$ cat config.mk
export PLATFORM = sky130hd
export DESIGN_NAME = mem_ctrl
export DESIGN_NICKNAME = d
export VERILOG_FILES = /design/src/rtl/mem_ctrl_pkg.sv /design/src/rtl/mem_wbuf.sv /design/src/rtl/mem_ctrl.sv
export SDC_FILE = /design/constraint.sdc
export NUM_CORES = 1
export LEC_CHECK = 0
export BUFFER_PORTS_ARGS = -buffer_cell sky130_fd_sc_hd__buf_2
export CAP_MARGIN = 40
export CORE_ASPECT_RATIO = 2
export CORE_MARGIN = 2
export CORE_UTILIZATION = 47
export CTS_CLUSTER_DIAMETER = 120
export CTS_CLUSTER_SIZE = 24
export DETAILED_ROUTE_END_ITERATION = 16
export GPL_TIMING_DRIVEN = 0
export MAX_ROUTING_LAYER = met4
export PLACE_DENSITY = 0.81
export SYNTH_ARGS = -nofsm -noshare
export SYNTH_HDL_FRONTEND = slang
export SYNTH_SLANG_ARGS = --single-unit
$ cat constraint.sdc
create_clock -name clock -period 4.9 [get_ports clock]
set_input_delay 0.98 -clock clock [delete_from_list [all_inputs] [get_ports clock]]
set_output_delay 0.98 -clock clock [all_outputs]
set_load 0.03 [all_outputs]
$ cat src/rtl/mem_ctrl_pkg.sv
// mem_ctrl_pkg: shared length codes, bus types, FSM states and helpers for mem_ctrl.
package mem_ctrl_pkg;
  localparam int IO_BIT_DEF = 17;
  localparam logic [2:0] LEN_B = 3'd1;
  localparam logic [2:0] LEN_H = 3'd2;
  localparam logic [2:0] LEN_W = 3'd4;
  typedef logic [7:0] byte_t;
  typedef logic [31:0] word_t;
  typedef enum logic [1:0] {IDLE, RD, WR, DONE} state_t;
  function automatic logic [2:0] eff_len(input logic [2:0] len);
    return (len == LEN_B || len == LEN_H) ? len : LEN_W;
  endfunction
  // Read bytes shift in from the top, so a sub-word result is left-justified in acc.
  function automatic word_t extend(input word_t acc, input logic [2:0] len, input logic sgn);
    return len == LEN_B ? {{24{sgn & acc[31]}}, acc[31:24]} :
           len == LEN_H ? {{16{sgn & acc[31]}}, acc[31:16]} : acc;
  endfunction
endpackage

$ cat src/rtl/mem_wbuf.sv
// mem_wbuf: one-entry write buffer; latches a push when empty, cleared when its drain finishes.
// Ports: clock/reset (async, active-low); b_write/b_length/b_addr/b_data push side;
// clear ends the entry after its last beat; b_busy entry valid; len/addr/data held entry.
module mem_wbuf
  import mem_ctrl_pkg::*;
#(
  parameter int ADDR_W = 32
) (
  input  logic              clock,
  input  logic              reset,
  input  logic              b_write,
  input  logic [2:0]        b_length,
  input  logic [ADDR_W-1:0] b_addr,
  input  word_t             b_data,
  input  logic              clear,
  output logic              b_busy,
  output logic [2:0]        len,
  output logic [ADDR_W-1:0] addr,
  output word_t             data
);
  always_ff @(posedge clock or negedge reset)
    if (!reset) begin
      b_busy <= 1'b0;
      len    <= '0;
      addr   <= '0;
      data   <= '0;
    end else if (clear) begin
      b_busy <= 1'b0;
    end else if (b_write && !b_busy) begin
      b_busy <= 1'b1;
      len    <= eff_len(b_length);
      addr   <= b_addr;
      data   <= b_data;
    end
endmodule

$ cat src/rtl/mem_ctrl.sv
// mem_ctrl: byte-wide RAM/IO port owner arbitrating write buffer > D-cache read > I-cache read.
// Ports: clock/reset (async, active-low); i_* I-cache word reads; d_* D-cache reads of 1/2/4 bytes;
// b_* write buffer push and b_busy; mem_din/io_full from RAM/IO; mem_a/mem_dout/mem_wr byte beats.
module mem_ctrl
  import mem_ctrl_pkg::*;
#(
  parameter int ADDR_W = 32,
  parameter int IO_BIT = IO_BIT_DEF
) (
  input  logic              clock,
  input  logic              reset,
  input  logic              i_read,
  input  logic [ADDR_W-1:0] i_addr,
  output logic              i_busy,
  output logic              i_ready,
  output word_t             i_data,
  input  logic              d_read,
  input  logic [2:0]        d_length,
  input  logic              d_signed,
  input  logic [ADDR_W-1:0] d_addr,
  output logic              d_busy,
  output logic              d_ready,
  output word_t             d_data,
  input  logic              b_write,
  input  logic [2:0]        b_length,
  input  logic [ADDR_W-1:0] b_addr,
  input  word_t             b_data,
  output logic              b_busy,
  input  byte_t             mem_din,
  input  logic              io_full,
  output byte_t             mem_dout,
  output logic [ADDR_W-1:0] mem_a,
  output logic              mem_wr
);
  state_t state, state_nxt;
  logic [2:0] cnt, len, wb_len;
  logic [ADDR_W-1:0] base, wb_addr;
  logic sel_d, sgn, stall, last_wr, beat;
  word_t acc, wb_data;
  assign stall   = base[IO_BIT] && io_full;
  assign last_wr = state == WR && !stall && cnt == len - 3'd1;
  mem_wbuf #(.ADDR_W(ADDR_W)) u_wbuf (
    .clock   (clock),
    .reset   (reset),
    .b_write (b_write),
    .b_length(b_length),
    .b_addr  (b_addr),
    .b_data  (b_data),
    .clear   (last_wr),
    .b_busy  (b_busy),
    .len     (wb_len),
    .addr    (wb_addr),
    .data    (wb_data)
  );
  always_comb begin
    state_nxt = state;
    case (state)
      IDLE:    state_nxt = b_busy ? WR : (d_read || i_read) ? RD : IDLE;
      RD:      state_nxt = cnt == len ? DONE : RD;
      WR:      state_nxt = last_wr ? IDLE : WR;
      default: state_nxt = IDLE;
    endcase
  end
  // RD runs cnt = 0..len: addresses go out while cnt < len, each byte lands one cycle later.
  always_ff @(posedge clock or negedge reset)
    if (!reset) begin
      state <= IDLE;
      cnt   <= '0;
      len   <= '0;
      base  <= '0;
      sel_d <= 1'b0;
      sgn   <= 1'b0;
      acc   <= '0;
    end else begin
      state <= state_nxt;
      if (state == IDLE) begin
        cnt <= '0;
        if (b_busy) begin
          base <= wb_addr;
          len  <= wb_len;
        end else if (d_read) begin
          base  <= d_addr;
          len   <= eff_len(d_length);
          sel_d <= 1'b1;
          sgn   <= d_signed;
        end else if (i_read) begin
          base  <= i_addr;
          len   <= LEN_W;
          sel_d <= 1'b0;
          sgn   <= 1'b0;
        end
      end else if (state == RD) begin
        cnt <= cnt + 3'd1;
        if (cnt != 3'd0) acc <= {mem_din, acc[31:8]};
      end else if (state == WR && !stall) begin
        cnt <= cnt + 3'd1;
      end
    end
  assign beat     = state == WR || (state == RD && cnt < len);
  assign mem_a    = beat ? base + ADDR_W'(cnt) : '0;
  assign mem_dout = state == WR ? wb_data[{cnt[1:0], 3'b000} +: 8] : '0;
  assign mem_wr   = state == WR && !stall;
  assign i_busy   = (state == RD || state == DONE) && !sel_d;
  assign d_busy   = (state == RD || state == DONE) && sel_d;
  assign i_ready  = state == DONE && !sel_d;
  assign d_ready  = state == DONE && sel_d;
  assign i_data   = i_ready ? acc : '0;
  assign d_data   = d_ready ? extend(acc, len, sgn) : '0;
endmodule
Yosys cells after proc, flatten, opt, wreduce, memory -nomap -nowiden:

Index checks and enable logic that the tools add are counted.

* register bits after elaboration: 142
* bits of input ports: 149

* bitwise operators: 4
* shifts and indexed selects: 1
* order comparisons: 1
* mux-type cells: 27
* add/subtract/negate cells: 3
* reductions and logical operators: 27
* eq/ne operators: 11

Operators by type and width (number)
* $mux 32: 8
* $add 32x3->32: 1
* $shiftx 32x6->8: 1
* $mux 3: 8
* $eq 3x1->1 const B: 3
* $eq 3x2->1 const B: 3
* $logic_and 1x1->1: 9
* $reduce_bool 3->1: 3
* $mux 8: 1
* $eq 3x3->1: 2
* $mux 1: 6
* $mux 2: 3
* $pmux 2 s3: 1
* $reduce_and 3->1: 2
* $logic_or 1x1->1: 5
* $eq 2x2->1 const B: 2
* $reduce_and 2->1: 2
* $reduce_bool 2->1: 2
* $add 3x1->3 const B: 1
* $logic_not 1->1: 3
* $lt 3x3->1: 1
* $not 1->1: 3
* $sub 3x1->3 const B: 1
* $eq 2x1->1 const B: 1
* other kinds (2): 2

Logic depth before layout (Yosys ltp):

* depth after elaboration: 6
* depth in mapped cells: 9
* gate-level depth less buffers: 8

Hierarchy:

A second synthesis with hierarchy kept.

* cell total of the unflattened synthesis: 785
* area total of the unflattened synthesis: 8015.2 um^2

Modules (own cells, without submodules)
* mem_ctrl: area each 5452.7 um^2, times used 1, cells an instance 636, sequential area each 1851.8 um^2
* mem_wbuf: area each 2562.5 um^2, times used 1, cells an instance 149, sequential area each 1701.6 um^2

Worst setup path before layout:

No wires, ideal clock.

* path kind: register -> output
* start point: register cnt[1]
* end point: output port mem_a[20]
* slack: 1309 ps
* data required time: 3920 ps
* data arrival time: 2611 ps
* stages on the path, launching flop included: 9
* path through: dfrtp_1 -> buf_2 -> inv_1 -> fa_1 -> nand2b_1 -> a2111oi_2 -> nand3_1 -> xor2_1 -> nor2_1

* longest elaborated chain between the ends: 4
* elaborated cells between the ends (all ways): 5

RTL lines
* start, declared: RTL line mem_ctrl.sv:36 `logic [2:0] cnt, len, wb_len;`
* start signal, assigned: RTL line mem_ctrl.sv:93 `cnt <= cnt + 3'd1;`
* start signal, assigned: RTL line mem_ctrl.sv:96 `cnt <= cnt + 3'd1;`
* branches (longest 3 deep; another with $add 32x3->32)
* $mux 32 *: RTL line mem_ctrl.sv:100 `assign mem_a = beat ? base + ADDR_W'(cnt) : '0;`
* end, declared: RTL line mem_ctrl.sv:32 `output logic [ADDR_W-1:0] mem_a,`

Mark *: on every way between the ends.

Worst setup path in the final report:

Ends and elaborated chain as after synthesis.

==> impl_metrics.json <==
{
  "outcome": "completed",
  "seq_area_frac_synth_pct": 44.0,
  "synth_flop_cell": "dfrtp_1",
  "clk_pin_slew_ns": 0.06,
  "clk_path_buf_depth": 2,
  "die_w_um": 96.7,
  "dp_hpwl_um": 19500,
  "grt_pass1_vias": 7330,
  "relSlewSlack_pct": 44.3,
  "final_nets": 1227,
  "critPathBufInv": 3,
  "post-cts-setup-buffers": 0,
  "cts_tree": "done",
  "grt_pass1_wl_um": 38800,
  "yosys.area.top_type_share_pct": 44.0,
  "ys_seq_elements": 142,
  "routabilityCongestion": 0.995,
  "numClockSinks": 142,
  "cts_buffers": 17,
  "ioPinCount": 259,
  "rows": 67,
  "async_flop_share_pct": 100,
  "h-tree-depth": 4,
  "num_vias": 7096,
  "rsz0062_at_grt": "false",
  "place_ws_ns": 0.889,
  "root_buffer": "clkbuf_16",
  "synth.top_cells.by_area": "dfrtp_1 44%, mux2_2 8.1%, mux2_4 7.1%, mux2i_1 4.0%, nand2_1 3.8%",
  "drive_above_1_share_pct": 38.2,
  "synthDistinctLibCells": 47,
  "drt_iter0_drc": 394,
  "hp-class": "reg -> reg",
  "crit_type": "reg -> out",
  "hold_ws_ns": 0.494,
  "final_cells": 1289,
  "syn_avg_cell_area_um2": 10.3,
  "worstPathArrival_ns": 3.52,
  "ir_drop_v": 0.000335,
  "crit_family": "compound AO/OA/AOI/OAI gates",
  "grt.total_usage_pct": 28.1,
  "crit_path_end_kind": "primary output",
  "drv_cap": 0,
  "p_total_mw": 6.43,
  "crit_path_start_kind": "register",
  "drtPass1Iterations": 5,
  "period_share_pct": 91.7,
  "post_cts_resized": 0,
  "wl_per_cell_um": 19.5,
  "synthCells": 787,
  "path_max_fanout": 10,
  "ctsHoldBuffers": 0,
  "hold_viol": 0,
  "dp.cells": 1254,
  "area_growth_pct": 27.5,
  "clk_latency_ns": 0.43,
  "core_area_um2": 16800,
  "grt-ovfl-total": 0,
  "wirelength_um": 25100,
  "clock_skew_ns": 0.00838,
  "postRouteAntennaNets": 0,
  "synth_commonest_cells": "142 x dfrtp_1, 82 x nand2_1, 81 x nor2_1, 58 x mux2_2, 44 x a21oi_1",
  "synth_edf_count": 0,
  "cp_cell_sequence": "buf_2, inv_1, fa_1, nand2b_1, a2111oi_2, nand3_1, xor2_1, nor2_1, buf_2",
  "viasPerCell": 5.51,
  "die_h_um": 189,
  "start_util_pct": 48.2,
  "fmax_ghz": 0.222,
  "cp_slowest_cell": "a2111oi_2",
  "drc": 0,
  "power_density_nw_per_um2": 624,
  "synthesis.area_um2": 8080,
  "grt_start_max_net_pins": 79,
  "slowest_delay_ns": 0.77,
  "worst_slack_ns": 0.405,
  "tightest_slew_ns": 0.835,
  "antenna_found_initial": 4,
  "yosysMostFrequentCell": "dfrtp_1",
  "io_buffers": 258,
  "fin_setup_tns_ns": 0,
  "min_period_ns": 4.50,
  "setup_viol": 0,
  "synth_warnings": 0,
  "p_leak_nw": 5.16,
  "path_common_cell": "buf_2",
  "synth_fp_nets": 948,
  "yosysTopAreaCell": "dfrtp_1",
  "dieArea_um2": 18300,
  "crit_required_ns": 3.92,
  "slew_viol_final": 0
}
-- layout by cell type (no fill, tap or decap), types with 4 or more instances in the layout --
master and count:
buf_2 264, dfrtp_1 142, nand2_1 82, nor2_1 81, mux2_2 58, a21oi_1 44
and3_1 43, o21ai_0 42, mux2_4 38, clkbuf_1 34, mux2i_1 32, xor2_1 22
clkbuf_16 17, nor2b_1 16, o21a_1 15, inv_1 11, nand3_1 11, ha_1 11
xnor2_1 9, nand4_1 9, nand2b_1 8, a31oi_1 8, a311oi_1 8, mux4_2 8
buf_6 7, buf_1 7, clkinv_4 4, inv_6 4
-- stage by stage --
step	cell area, um2	util, %
floorplan	8080	-
global placement	9630	57.4
detailed placement	9670	57.7
CTS	10300	61.4
global route	10300	61.4
finish	10300	61.4
-- cell type report --
| type | instances | area [um2] |
|---|---|---|
| diodes | 3 | 7.51 |
| plain buffers | 54 | 256 |
| clock buffers | 18 | 439 |
| clock inverters | 14 | 183 |
| fillers | 1472 | 6460 |
| inverters | 11 | 41.3 |
| multi-input cells | 580 | 4230 |
| flip-flops and latches | 142 | 3550 |
| well taps | 207 | 259 |
| repair buffers | 260 | 1340 |
-- metal layers --
layer / track usage, % / vias up / part of all wire (%)
met1: 28.1 / 3404 / 35
met5: - / - / 0
met2: 51.4 / 280 / 55
met3: 3.54 / 83 / 3.8
li1: - / 3329 / -
met4: 16.6 / 0 / 6.0
-- worst reg2reg max path: stages (launching register included) --
cell and delay [ns]:
dfrtp_1 0.46, buf_1 0.67, inv_1 0.16, ha_1 0.36, o41a_1 0.50, buf_6 0.18, buf_6 0.17, mux2_4 0.31
-- state kept, by name, indices dropped and copies added (netlist names) --
name           count
acc               32
base              32
u_wbuf.addr       32
u_wbuf.data       32
cnt                3
len                3
u_wbuf.len         3
state              2
sel_d              1
sgn                1
u_wbuf.b_busy      1
-- power by group --
| part | leakage, nW | internal, mW | switching [mW] |
|---|---|---|---|
| clock network | 0.294 | 0.824 | 0.541 |
| registers | 1.76 | 1.71 | 0.528 |
| logic | 3.10 | 1.18 | 1.64 |
-- cells by family after synthesis --
kind of cell,after synthesis,synth area share [%]
AO/OA/AOI/OAI,135,10.1
XOR/XNOR,31,3.36
adder cells (fa/ha/maj),12,1.95
buffers and inverters,65,3.69
flip-flops,142,44.0
multiplexers,136,21.3
AND/OR/NAND/NOR,266,15.5
-- path summary, 6_finish.rpt --
kind	start	endpoint	slack, ns	cells after the start
setup / recovery	cnt[1]$_DFFE_PN0P_	mem_a[20]	0.40	9
hold / removal	base[0]$_DFFE_PN0P_	base[0]$_DFFE_PN0P_	0.49	2
setup reg to reg	cnt[0]$_DFFE_PN0P_	u_wbuf.data[12]$_DFFE_PN0P_	1.96	7
hold reg to reg	base[0]$_DFFE_PN0P_	base[0]$_DFFE_PN0P_	0.49	2
max in group asynchronous	reset	base[5]$_DFFE_PN0P_	3.55	2
min in group asynchronous	reset	u_wbuf.data[3]$_DFFE_PN0P_	0.54	1
(Power assumes the default switching activity.)
